<file path="config.mk">
export PLATFORM = sky130hd
export DESIGN_NAME = scratchpad_array_gen_flat
export DESIGN_NICKNAME = d
export VERILOG_FILES = /design/src/rtl/scratchpad_pkg.sv /design/src/rtl/scratchpad_array_gen_if.sv /design/src/rtl/scratchpad_rfsh_ctl.sv /design/src/rtl/scratchpad_array_gen.sv /design/src/flat_wrapper.sv
export SDC_FILE = /design/constraint.sdc
export NUM_CORES = 1
export LEC_CHECK = 0
export CAP_MARGIN = 20
export CORE_UTILIZATION = 59
export CTS_CLUSTER_SIZE = 24
export DETAILED_ROUTE_END_ITERATION = 16
export PLACE_DENSITY_LB_ADDON = 0.3
export SYNTH_ARGS = -nofsm -noshare
export SYNTH_HDL_FRONTEND = slang
export SYNTH_SLANG_ARGS = --single-unit
</file>
<file path="constraint.sdc">
create_clock -name sysclk -period 2.2 [get_ports sysclk]
set_input_delay 0.33 -clock sysclk [delete_from_list [all_inputs] [get_ports sysclk]]
set_output_delay 0.33 -clock sysclk [all_outputs]
set_load 0.02 [all_outputs]
</file>
<file path="src/rtl/scratchpad_pkg.sv">
// Shared encodings for the scratchpad array: request opcodes and sequencer states.
package scratchpad_pkg;

    localparam logic [1:0] RD  = 2'd0;
    localparam logic [1:0] WR  = 2'd1;
    localparam logic [1:0] XCH = 2'd2;
    localparam logic [1:0] INC = 2'd3;

    typedef enum logic [1:0] {
        OP_RD  = RD,
        OP_WR  = WR,
        OP_XCH = XCH,
        OP_INC = INC
    } op_t;

    typedef enum logic [2:0] {
        ST_IDLE,
        ST_PRECH,
        ST_READ,
        ST_MOD,
        ST_WB
    } state_t;

    // RD and XCH report the value found before the update; WR and INC report the new one.
    function automatic logic op_returns_old(op_t op);
        return (op == OP_RD) || (op == OP_XCH);
    endfunction

endpackage

</file>
<file path="src/rtl/scratchpad_array_gen_if.sv">
// Request/response bundle between a scratchpad client (master) and the array (slave).
interface scratchpad_array_gen_if #(
    parameter int ROWS   = 8,
    parameter int COLS   = 2,
    parameter int DATA_W = 4
);
    localparam int RW = $clog2(ROWS);
    localparam int CW = $clog2(COLS);

    logic              req_valid;
    logic              req_ready;
    logic [1:0]        req_op;
    logic [RW-1:0]     req_row;
    logic [CW-1:0]     req_col;
    logic [DATA_W-1:0] req_wdata;
    logic              rsp_valid;
    logic [DATA_W-1:0] rsp_rdata;
    logic              rsp_carry;

    modport master (
        output req_valid, req_op, req_row, req_col, req_wdata,
        input  req_ready, rsp_valid, rsp_rdata, rsp_carry
    );

    modport slave (
        input  req_valid, req_op, req_row, req_col, req_wdata,
        output req_ready, rsp_valid, rsp_rdata, rsp_carry
    );

endinterface

</file>
<file path="src/rtl/scratchpad_rfsh_ctl.sv">
// Refresh scheduler: free-running interval counter, pending flag and next-row pointer.
// Pending is raised on terminal count, cleared by start; row advances on done.
module scratchpad_rfsh_ctl #(
    parameter int ROWS          = 8,
    parameter int RFSH_INTERVAL = 16,
    localparam int RW    = $clog2(ROWS),
    localparam int CNT_W = $clog2(RFSH_INTERVAL)
) (
    input  logic          sysclk,
    input  logic          poc_n,
    input  logic          start,
    input  logic          done,
    output logic          pending,
    output logic [RW-1:0] row
);

    logic [CNT_W-1:0] cnt;
    logic             tc;

    assign tc = (cnt == CNT_W'(RFSH_INTERVAL - 1));

    always_ff @(posedge sysclk or negedge poc_n) begin
        if (!poc_n) begin
            cnt     <= '0;
            pending <= 1'b0;
            row     <= '0;
        end else begin
            cnt <= tc ? '0 : cnt + 1'b1;
            // A terminal count while already pending just leaves the flag set.
            if (tc)
                pending <= 1'b1;
            else if (start)
                pending <= 1'b0;
            if (done)
                row <= row + 1'b1;
        end
    end

endmodule

</file>
<file path="src/rtl/scratchpad_array_gen.sv">
// ROWS x COLS scratchpad register file with row-buffer RMW sequencing and autonomous refresh.
// Latency: request accepted at edge k -> write-back and rsp_valid at edge k+4; one request per 5 cycles.
// req_ready only in IDLE with no refresh pending. SCRATCHPAD_DECAY_EN adds per-row decay ageing.
module scratchpad_array_gen
    import scratchpad_pkg::*;
#(
    parameter int ROWS          = 8,
    parameter int COLS          = 2,
    parameter int DATA_W        = 4,
`ifdef SCRATCHPAD_DECAY_EN
    parameter int DECAY_LIMIT   = 256,
`endif
    parameter int RFSH_INTERVAL = 16,
    localparam int RW     = $clog2(ROWS),
    localparam int CW     = $clog2(COLS),
    localparam int LINE_W = COLS * DATA_W
) (
    input  logic                 sysclk,
    input  logic                 poc_n,
    scratchpad_array_gen_if.slave bus,
    output logic                 rfsh_busy,
    output logic [RW-1:0]        rfsh_row
);

    state_t state, state_nxt;

    logic              is_rfsh;
    op_t               op_q;
    logic [RW-1:0]     row_q;
    logic [CW-1:0]     col_q;
    logic [DATA_W-1:0] wdata_q;
    logic [LINE_W-1:0] line_buf;
    logic [LINE_W-1:0] line_mod;
    logic [LINE_W-1:0] arr_line;
    logic [DATA_W-1:0] old_fld;
    logic [DATA_W-1:0] new_fld;
    logic [DATA_W-1:0] rsp_fld;
    logic              carry_nxt;
    logic [DATA_W-1:0] rsp_dat_q;
    logic              carry_q;

    logic accept;
    logic rfsh_start;
    logic rfsh_done;
    logic rfsh_pending;
    logic wb_en;
    logic req_ready;

    logic [LINE_W-1:0] mem [ROWS];

    scratchpad_rfsh_ctl #(
        .ROWS          (ROWS),
        .RFSH_INTERVAL (RFSH_INTERVAL)
    ) u_rfsh_ctl (
        .sysclk  (sysclk),
        .poc_n   (poc_n),
        .start   (rfsh_start),
        .done    (rfsh_done),
        .pending (rfsh_pending),
        .row     (rfsh_row)
    );

    always_ff @(posedge sysclk or negedge poc_n) begin
        if (!poc_n)
            state <= ST_IDLE;
        else
            state <= state_nxt;
    end

    always_comb begin
        state_nxt  = state;
        req_ready  = 1'b0;
        accept     = 1'b0;
        rfsh_start = 1'b0;
        rfsh_done  = 1'b0;
        wb_en      = 1'b0;
        case (state)
            ST_IDLE: begin
                // Refresh takes priority over a request presented in the same cycle.
                if (rfsh_pending) begin
                    rfsh_start = 1'b1;
                    state_nxt  = ST_PRECH;
                end else begin
                    req_ready = 1'b1;
                    if (bus.req_valid) begin
                        accept    = 1'b1;
                        state_nxt = ST_PRECH;
                    end
                end
            end
            ST_PRECH: state_nxt = ST_READ;
            ST_READ:  state_nxt = is_rfsh ? ST_WB : ST_MOD;
            ST_MOD:   state_nxt = ST_WB;
            ST_WB: begin
                wb_en     = 1'b1;
                rfsh_done = is_rfsh;
                state_nxt = ST_IDLE;
            end
            default:  state_nxt = ST_IDLE;
        endcase
    end

    assign bus.req_ready = req_ready;
    assign rfsh_busy     = is_rfsh && (state != ST_IDLE);

    // Column 0 sits in the most significant field of the row word.
    always_comb begin
        old_fld = '0;
        for (int c = 0; c < COLS; c++)
            if (col_q == CW'(c))
                old_fld = line_buf[(COLS-1-c)*DATA_W +: DATA_W];

        new_fld = old_fld;
        case (op_q)
            OP_WR, OP_XCH: new_fld = wdata_q;
            OP_INC:        new_fld = old_fld + 1'b1;
            default:       new_fld = old_fld;
        endcase

        rsp_fld   = op_returns_old(op_q) ? old_fld : new_fld;
        carry_nxt = (op_q == OP_INC) && (&old_fld);

        line_mod = line_buf;
        for (int c = 0; c < COLS; c++)
            if (col_q == CW'(c))
                line_mod[(COLS-1-c)*DATA_W +: DATA_W] = new_fld;
    end

    always_ff @(posedge sysclk or negedge poc_n) begin
        if (!poc_n) begin
            is_rfsh       <= 1'b0;
            op_q          <= OP_RD;
            row_q         <= '0;
            col_q         <= '0;
            wdata_q       <= '0;
            line_buf      <= '0;
            rsp_dat_q     <= '0;
            carry_q       <= 1'b0;
            bus.rsp_valid <= 1'b0;
            bus.rsp_rdata <= '0;
            bus.rsp_carry <= 1'b0;
        end else begin
            bus.rsp_valid <= 1'b0;
            if (accept) begin
                is_rfsh <= 1'b0;
                op_q    <= op_t'(bus.req_op);
                row_q   <= bus.req_row;
                col_q   <= bus.req_col;
                wdata_q <= bus.req_wdata;
            end else if (rfsh_start) begin
                is_rfsh <= 1'b1;
                row_q   <= rfsh_row;
            end
            case (state)
                ST_PRECH: line_buf <= '0;
                ST_READ:  line_buf <= arr_line;
                ST_MOD: begin
                    line_buf  <= line_mod;
                    rsp_dat_q <= rsp_fld;
                    carry_q   <= carry_nxt;
                end
                ST_WB: begin
                    if (!is_rfsh) begin
                        bus.rsp_valid <= 1'b1;
                        bus.rsp_rdata <= rsp_dat_q;
                        bus.rsp_carry <= carry_q;
                    end
                end
                default: ;
            endcase
        end
    end

    // Storage has no reset; an abandoned operation never reaches WB, so nothing is written.
    always_ff @(posedge sysclk) begin
        if (wb_en)
            mem[row_q] <= line_buf;
    end

`ifdef SCRATCHPAD_DECAY_EN
    localparam int AGE_W = $clog2(DECAY_LIMIT + 1);
    localparam logic [AGE_W-1:0] AGE_MAX = AGE_W'(DECAY_LIMIT);

    logic [AGE_W-1:0] age [ROWS];

    always_ff @(posedge sysclk or negedge poc_n) begin
        if (!poc_n) begin
            for (int r = 0; r < ROWS; r++)
                age[r] <= AGE_MAX;
        end else begin
            for (int r = 0; r < ROWS; r++) begin
                if (wb_en && (row_q == RW'(r)))
                    age[r] <= '0;
                else if (age[r] != AGE_MAX)
                    age[r] <= age[r] + 1'b1;
            end
        end
    end

    assign arr_line = (age[row_q] == AGE_MAX) ? '0 : mem[row_q];
`else
    assign arr_line = mem[row_q];
`endif

endmodule
</file>
<file path="src/flat_wrapper.sv">
// flat-port wrapper written by rule: the top's interface ports become plain ports
module scratchpad_array_gen_flat import scratchpad_pkg::*;
#(
    parameter int ROWS          = 8,
    parameter int COLS          = 2,
    parameter int DATA_W        = 4,

    parameter int RFSH_INTERVAL = 16,
    localparam int RW     = $clog2(ROWS),
    localparam int CW     = $clog2(COLS),
    localparam int LINE_W = COLS * DATA_W
)
  (sysclk, poc_n, rfsh_busy, rfsh_row, bus_req_valid, bus_req_op, bus_req_row, bus_req_col, bus_req_wdata, bus_req_ready, bus_rsp_valid, bus_rsp_rdata, bus_rsp_carry);
  scratchpad_array_gen_if #(.ROWS(ROWS), .COLS(COLS), .DATA_W(DATA_W)) bus_i ();
  input  logic sysclk;
  input  logic poc_n;
  output logic rfsh_busy;
  output logic [RW-1:0] rfsh_row;
  input wire logic [$bits(bus_i.req_valid)-1:0] bus_req_valid;
  input wire logic [$bits(bus_i.req_op)-1:0] bus_req_op;
  input wire logic [$bits(bus_i.req_row)-1:0] bus_req_row;
  input wire logic [$bits(bus_i.req_col)-1:0] bus_req_col;
  input wire logic [$bits(bus_i.req_wdata)-1:0] bus_req_wdata;
  output wire logic [$bits(bus_i.req_ready)-1:0] bus_req_ready;
  output wire logic [$bits(bus_i.rsp_valid)-1:0] bus_rsp_valid;
  output wire logic [$bits(bus_i.rsp_rdata)-1:0] bus_rsp_rdata;
  output wire logic [$bits(bus_i.rsp_carry)-1:0] bus_rsp_carry;
  assign bus_i.req_valid = bus_req_valid;
  assign bus_i.req_op = bus_req_op;
  assign bus_i.req_row = bus_req_row;
  assign bus_i.req_col = bus_req_col;
  assign bus_i.req_wdata = bus_req_wdata;
  assign bus_req_ready = bus_i.req_ready;
  assign bus_rsp_valid = bus_i.rsp_valid;
  assign bus_rsp_rdata = bus_i.rsp_rdata;
  assign bus_rsp_carry = bus_i.rsp_carry;
  scratchpad_array_gen #(.ROWS(ROWS), .COLS(COLS), .DATA_W(DATA_W), .RFSH_INTERVAL(RFSH_INTERVAL)) u_core (.sysclk(sysclk), .poc_n(poc_n), .bus(bus_i), .rfsh_busy(rfsh_busy), .rfsh_row(rfsh_row));
endmodule
</file>
# ---- Yosys cells after proc, flatten, opt, wreduce, memory -nomap -nowiden
# Memories as Yosys holds them, arrays and structs flattened.
# Cells that the tools add are included.
dict set report op_classes {
  n_bitwise 1
  mux 30
  n_eq_ne 11
  n_addsub 3
  reduce_logical 14
}
# cell count
set ops {}
lappend ops {{case mux 8 bit (3 select lines)} 1}
lappend ops {{two-way mux 4 bit} 5}
lappend ops {{two-way mux 1 bit} 17}
lappend ops {{two-way mux 3 bit} 5}
lappend ops {{case mux 3 bit (4 select lines)} 1}
lappend ops {{adder 4 x 1 -> 4 bit, second input constant} 2}
lappend ops {{case mux 4 bit (2 select lines)} 1}
lappend ops {{equality test 3 x 2 -> 1 bit, second input constant} 2}
lappend ops {{AND reduction 2 bit} 3}
lappend ops {{nonzero test 3 bit} 2}
lappend ops {{equality test 2 bit, second input constant} 2}
lappend ops {{equality test 4 bit, second input constant} 1}
lappend ops {{AND reduction 4 bit} 1}
lappend ops {{nonzero test 2 bit} 2}
lappend ops {{adder 3 x 1 -> 3 bit, second input constant} 1}
lappend ops {{equality test 3 x 1 -> 1 bit, second input constant} 1}
lappend ops {{equality test 3 bit, second input constant} 1}
lappend ops {{logical NOT 3 bit} 1}
lappend ops {{inequality test 3 bit, second input constant} 1}
lappend ops {{equality test 2 x 1 -> 1 bit, second input constant} 1}
lappend ops {{logical AND 1 bit} 2}
lappend ops {{logical NOT 2 bit} 1}
lappend ops {{inequality test 2 x 1 -> 1 bit, second input constant} 1}
lappend ops {{inequality test 2 bit, second input constant} 1}
lappend ops {{3 further kinds} 3}
dict set report totals {
  out_inout_bits 11
  memories 1
  ram_bits 64
  reg_bits 41
}
# memory depth word_bits rd rd_clocked_by_memory_dff wr line
set mem_list {}
lappend mem_list {u_core.mem 8 8 1 0 1 scratchpad_array_gen.sv:49} ;# logic [LINE_W-1:0] mem [ROWS];

# ---- Logic depth before layout (Yosys ltp)
dict set report depth {
  word_depth 5
  mapped_depth 8
}

# ---- Modules after synthesis
# Synthesis repeated with hierarchy kept, for this count alone.
dict set report unflattened {
  hier_cells 316
  area_unflattened_um2 4590.7
}
# module area_per_inst_um2 cells_per_inst seq_area_each_um2 n_inst
set by_module_without_submodules {}
lappend by_module_without_submodules {scratchpad_array_gen 4267.8 292 2747.6 1}
lappend by_module_without_submodules {scratchpad_rfsh_ctl 322.8 24 200.2 1}

# ---- Least setup slack after synthesis
# No wires, ideal clock.
dict set report synth_timing {
  kind {reg-to-reg}
  startpoint {register u_core.state[0]}
  endpoint {memory u_core.mem[0][0] (netlist bit), enable pin}
  stages_incl_launch_ff 6
  path_slack_ns 0.270
  n_path_buf 1
  t_arrival_ns 1.560
  synth_period_minus_slack_ns 1.930
  setup_ns 0.370
  cell_sequence {dfrtp_1 > buf_4 > nor2_1 > nand2_1 > or2_2 > nor2_1}
}
dict set report synth_via {
  elab_chain_cells 4
}
# item line
set synth_lines {}
lappend synth_lines {{start, declared} scratchpad_array_gen.sv:25} ;# state_t state, state_nxt;
lappend synth_lines {{start signal, assigned} scratchpad_array_gen.sv:67} ;# state <= state_nxt;
lappend synth_lines {{equality test 3 bit} scratchpad_array_gen.sv:77} ;# case (state)
lappend synth_lines {{two-way mux 1 bit} scratchpad_array_gen.sv:77}
lappend synth_lines {{two-way mux 1 bit} scratchpad_array_gen.sv:176} ;# if (wb_en)
lappend synth_lines {{two-way mux 1 bit (implied by the code)} scratchpad_array_gen.sv:177} ;# mem[row_q] <= line_buf;
lappend synth_lines {{end, declared} scratchpad_array_gen.sv:49}
# Every way passes these cells.

# ---- Worst setup path in the final report
dict set report layout_timing {
  startpoint {register u_core.col_q}
  endpoint {register u_core.line_buf[3]}
}
dict set report layout_via {
  elab_chain_cells 5
  word_cells_on_any_way 7
  classes_between {add/sub (1); eq/ne (1); mux (4); reduce/logical (1)}
}
# item line
set layout_lines {}
lappend layout_lines {{start, declared} scratchpad_array_gen.sv:30} ;# logic [CW-1:0] col_q;
lappend layout_lines {{start signal, assigned} scratchpad_array_gen.sv:148} ;# col_q <= bus.req_col;
lappend layout_lines {{two-way mux 4 bit} scratchpad_array_gen.sv:110} ;# if (col_q == CW'(c))
lappend layout_lines {{adder 4 x 1 -> 4 bit} scratchpad_array_gen.sv:116} ;# OP_INC: new_fld = old_fld + 1'b1;
lappend layout_lines {{case mux 4 bit (2 select lines)} scratchpad_array_gen.sv:114} ;# case (op_q)
lappend layout_lines {{two-way mux 4 bit} scratchpad_array_gen.sv:125} ;# if (col_q == CW'(c))
lappend layout_lines {{case mux 8 bit (3 select lines)} scratchpad_array_gen.sv:154} ;# case (state)
lappend layout_lines {{end signal, assigned} scratchpad_array_gen.sv:156} ;# ST_READ: line_buf <= arr_line;
lappend layout_lines {{end signal, assigned} scratchpad_array_gen.sv:158} ;# line_buf <= line_mod;
lappend layout_lines {{end, declared} scratchpad_array_gen.sv:32} ;# logic [LINE_W-1:0] line_buf;
# Several ways; a longest one is shown, not always the timed one. The select of a mux whose other input is x is not followed.
# A chain may end at the register's enable or synchronous reset.

==> results by group <==
Detailed routing
  – Final wirelength: 8.94 mm
  – Drt drc: 0
  – DR pass1 iterations: 5
  – Via count: 2800
  – Antenna Nets Post-Route: 0
  – Average wire per standard cell: 19.3 µm
  – DRT iter0 DRCs: 199
  – Via-to-Cell Ratio: 6.05

Cells and area
  – Final Core Density: 71.0%
  – Fillers: 477
  – Final Instance Area: 5200 µm²
  – Layout cell share with drive strength beyond 1: 21.2%
  – Antenna diode count: 0
  – Nets: 378
  – Non-filler instance count after layout: 463
  – Commonest non-fill, non-tap cell in the layout: edfxtp_1
  – Commonest non-fill, non-tap cells in the layout: 64 x edfxtp_1, 41 x dfrtp_1, 29 x nor2_1
  – Syn-to-layout area delta: 15.2%

STA
  – Slew @ Worst Pin: 0.761 ns
  – Setup TNS: 0 ns
  – WHS: 0.444 ns
  – Fmax achieved: 0.482 GHz
  – Final Slew Violations: 0
  – Final period util: 94.2%
  – Setup Skew: 0.0113 ns
  – Hold Fails Final Rpt: 0
  – Worst slew margin: 49.1%
  – Unrepaired setup endpoints after global routing: false
  – Final setup violating endpoints: 0
  – Setup WS post-layout: 0.127 ns
  – Crit path time final: 2.07 ns

GRT
  – Maximum number of pins on one net before global-route repair: 25
  – Grt ovf: 0
  – Vias in the first global route: 2747
  – Initial antenna violation count: 0
  – First-pass GRT wire length: 14.2 mm
  – Total GRT Usage: 25.5%

Setup path
  – Arrival time worst endpoint: 2.29 ns
  – Reg-to-Reg Start: u_core.col_q
  – Critical path startpoint category: flop
  – Worst Setup EP: u_core.line_buf[3]
  – Worst Reg-to-Reg Cells: 4
  – CP max FO: 7
  – Crit path buffers/inverters: 1
  – CP startpoint: u_core.col_q
  – FF-to-FF End: u_core.line_buf[3]
  – Crit-path max cell delay: 0.61 ns
  – Worst Path Class, Setup: flop to flop
  – Slowest cell on crit path: o32ai_1
  – Crit path depth: 4
  – Endpoint type of the worst setup path: flop
  – Top delay family on crit path: compound AO/OA/AOI/OAI gates
  – Critical Path, Cell by Cell: buf_4 -> mux2_2 -> o32ai_1 -> a31oi_1
  – R2R Setup Slk: 0.13 ns
  – CP Data Required Time: 2.41 ns

Synthesis
  – Dominant synthesized flop cell: edfxtp_1
  – Synth Cell Area: 4520 µm²
  – Distinct cells, synth: 45
  – Yosys warns: 0
  – Register area share after synthesis: 65.2%
  – Syn_area_per_cell: 14.7 µm²
  – Synthesized Nets: 326
  – Cells after synthesis: 307
  – Async S/R FF share, synth: 39.0%
  – Post-synth EDFFs: 64
  – Synth Register Bits: 105

Die
  – Placement Rows: 31
  – Die W: 89.5 µm
  – I/O pin total: 24
  – DIE AREA: 8010 µm²
  – Core Area: 7330 µm²
  – Initial core utilization: 61.6%
  – Die Y: 89.5 µm

Place
  – Buffers on Ports: 23
  – GPL Wtd Cong: 0.916
  – Pre-CTS WS: 0.198 ns
  – Hpwl dp: 6.32 mm
  – Inst Count DP: 446
  – Placed Area: 5000 µm²

Power and ir drop
  – Peak VDD IR: 1030 µV
  – Leakage: 1.98 nW
  – Pwr/cell area: 1310 nW/µm²
  – Power after layout: 6.81 mW

Clock network
  – Clk slew on worst S/H paths: 0.10 ns
  – Clk_lat worst skew: 0.37 ns
  – CTS Root Cell: clkbuf_8
  – Htree depth: 3
  – TritonCTS Buffers: 9
  – Sink Count: 105
  – Clock Path Buffers: 2
  – Postcts setup bufs: 0
  – Clock tree from TritonCTS: built

Outcome
  – Status: completed

Run
  – Max Cap Viol: 0

Hold path
  – Worst hold path type: input port to async pin
[how the worst min path moves through the flow]
stage          startpoint  cells past startpoint                    to  slack (ns)
6_report            poc_n                      2    u_core.line_buf[5]        0.44
5_1_grt             poc_n                      2    u_core.line_buf[5]        0.47
4_1_cts             poc_n                      2   u_core.rsp_dat_q[0]        0.45
3_5_place_dp        poc_n                      1   u_core.rsp_dat_q[0]        0.31
3_3_place_gp        poc_n                      1   u_core.rsp_dat_q[0]        0.30
2_1_floorplan       poc_n                      0  u_core.bus.rsp_carry        0.03
[where the power goes]
group	leakage (nW)	switching [mW]	total [mW]	internal [mW]
Combinational	0.801	1.38	2.56	1.19
Clock	0.0955	0.636	1.16	0.525
Sequential	1.08	0.455	3.08	2.63
Total	1.98	2.47	6.81	4.34
[cell usage after synthesis, types with 3 or more instances]
master,count,area [µm²]
edfxtp_1,64,1920
dfrtp_1,41,1030
nor2_1,29,109
mux2_2,21,236
nand2_1,20,75.1
o21ai_0,15,75.1
a31oi_1,12,75.1
mux2i_1,12,120
mux4_1,7,184
a21oi_1,6,30.0
ha_1,6,75.1
inv_1,5,18.8
mux4_2,5,113
nor3_1,5,25.0
o22ai_1,5,31.3
a22oi_1,4,30.0
and3_1,4,25.0
nand2b_1,4,25.0
buf_2,3,15.0
buf_4,3,22.5
nand3_1,3,15.0
o31ai_1,3,22.5
[sequential cells by signal (all words and copies together), names as in the netlist, 2 cells and up]
name / cells
u_core.mem: 64
u_core.line_buf: 8
u_core.bus.rsp_rdata: 4
u_core.rsp_dat_q: 4
u_core.u_rfsh_ctl.cnt: 4
u_core.wdata_q: 4
u_core.row_q: 3
u_core.state: 3
u_core.u_rfsh_ctl.row: 3
u_core.op_q: 2
[cells by family (layout without fill, tap and decap cells)]
family                   count (synthesis)  in the layout  share of synthesized area (%)
XOR/XNOR                                 3              3                          0.582
AND/OR/NAND/NOR                         82             82                           9.11
multiplexers                            45             45                           14.5
AO/OA/AOI/OAI                           51             51                           7.03
adder cells (fa/ha/maj)                  6              6                           1.66
flip-flops                             105            105                           65.2
buffers and inverters                   15             72                           1.91
[area by class of cell]
type                            instances  area [µm²]  area share, %
Clock buffer                            9         124           2.38
Clock inverter                          7        70.1           1.35
Inverter                                5        18.8          0.361
Multi-Input combinational cell        187        1480           28.5
Sequential cell                       105        2950           56.6
Tap cell                               99         124           2.38
Timing Repair Buffer                   51         435           8.37
[metal layers]
metal	up-vias	GRT usage, %	part of all wire (%)
met5	-	0	0
met4	0	11.1	2.7
met3	23	5.45	4.4
met2	83	41.4	50
met1	1409	33.7	43
li1	1285	-	-
[timing repair]
item                                    4_1_cts  5_1_grt
gates resized for setup                       2        0
hold buffers                                  1        0
hold endpoints to repair                     17        0
endpoints found under the setup margin        2        0
No activity file was read; power rests on OpenSTA's default activity.
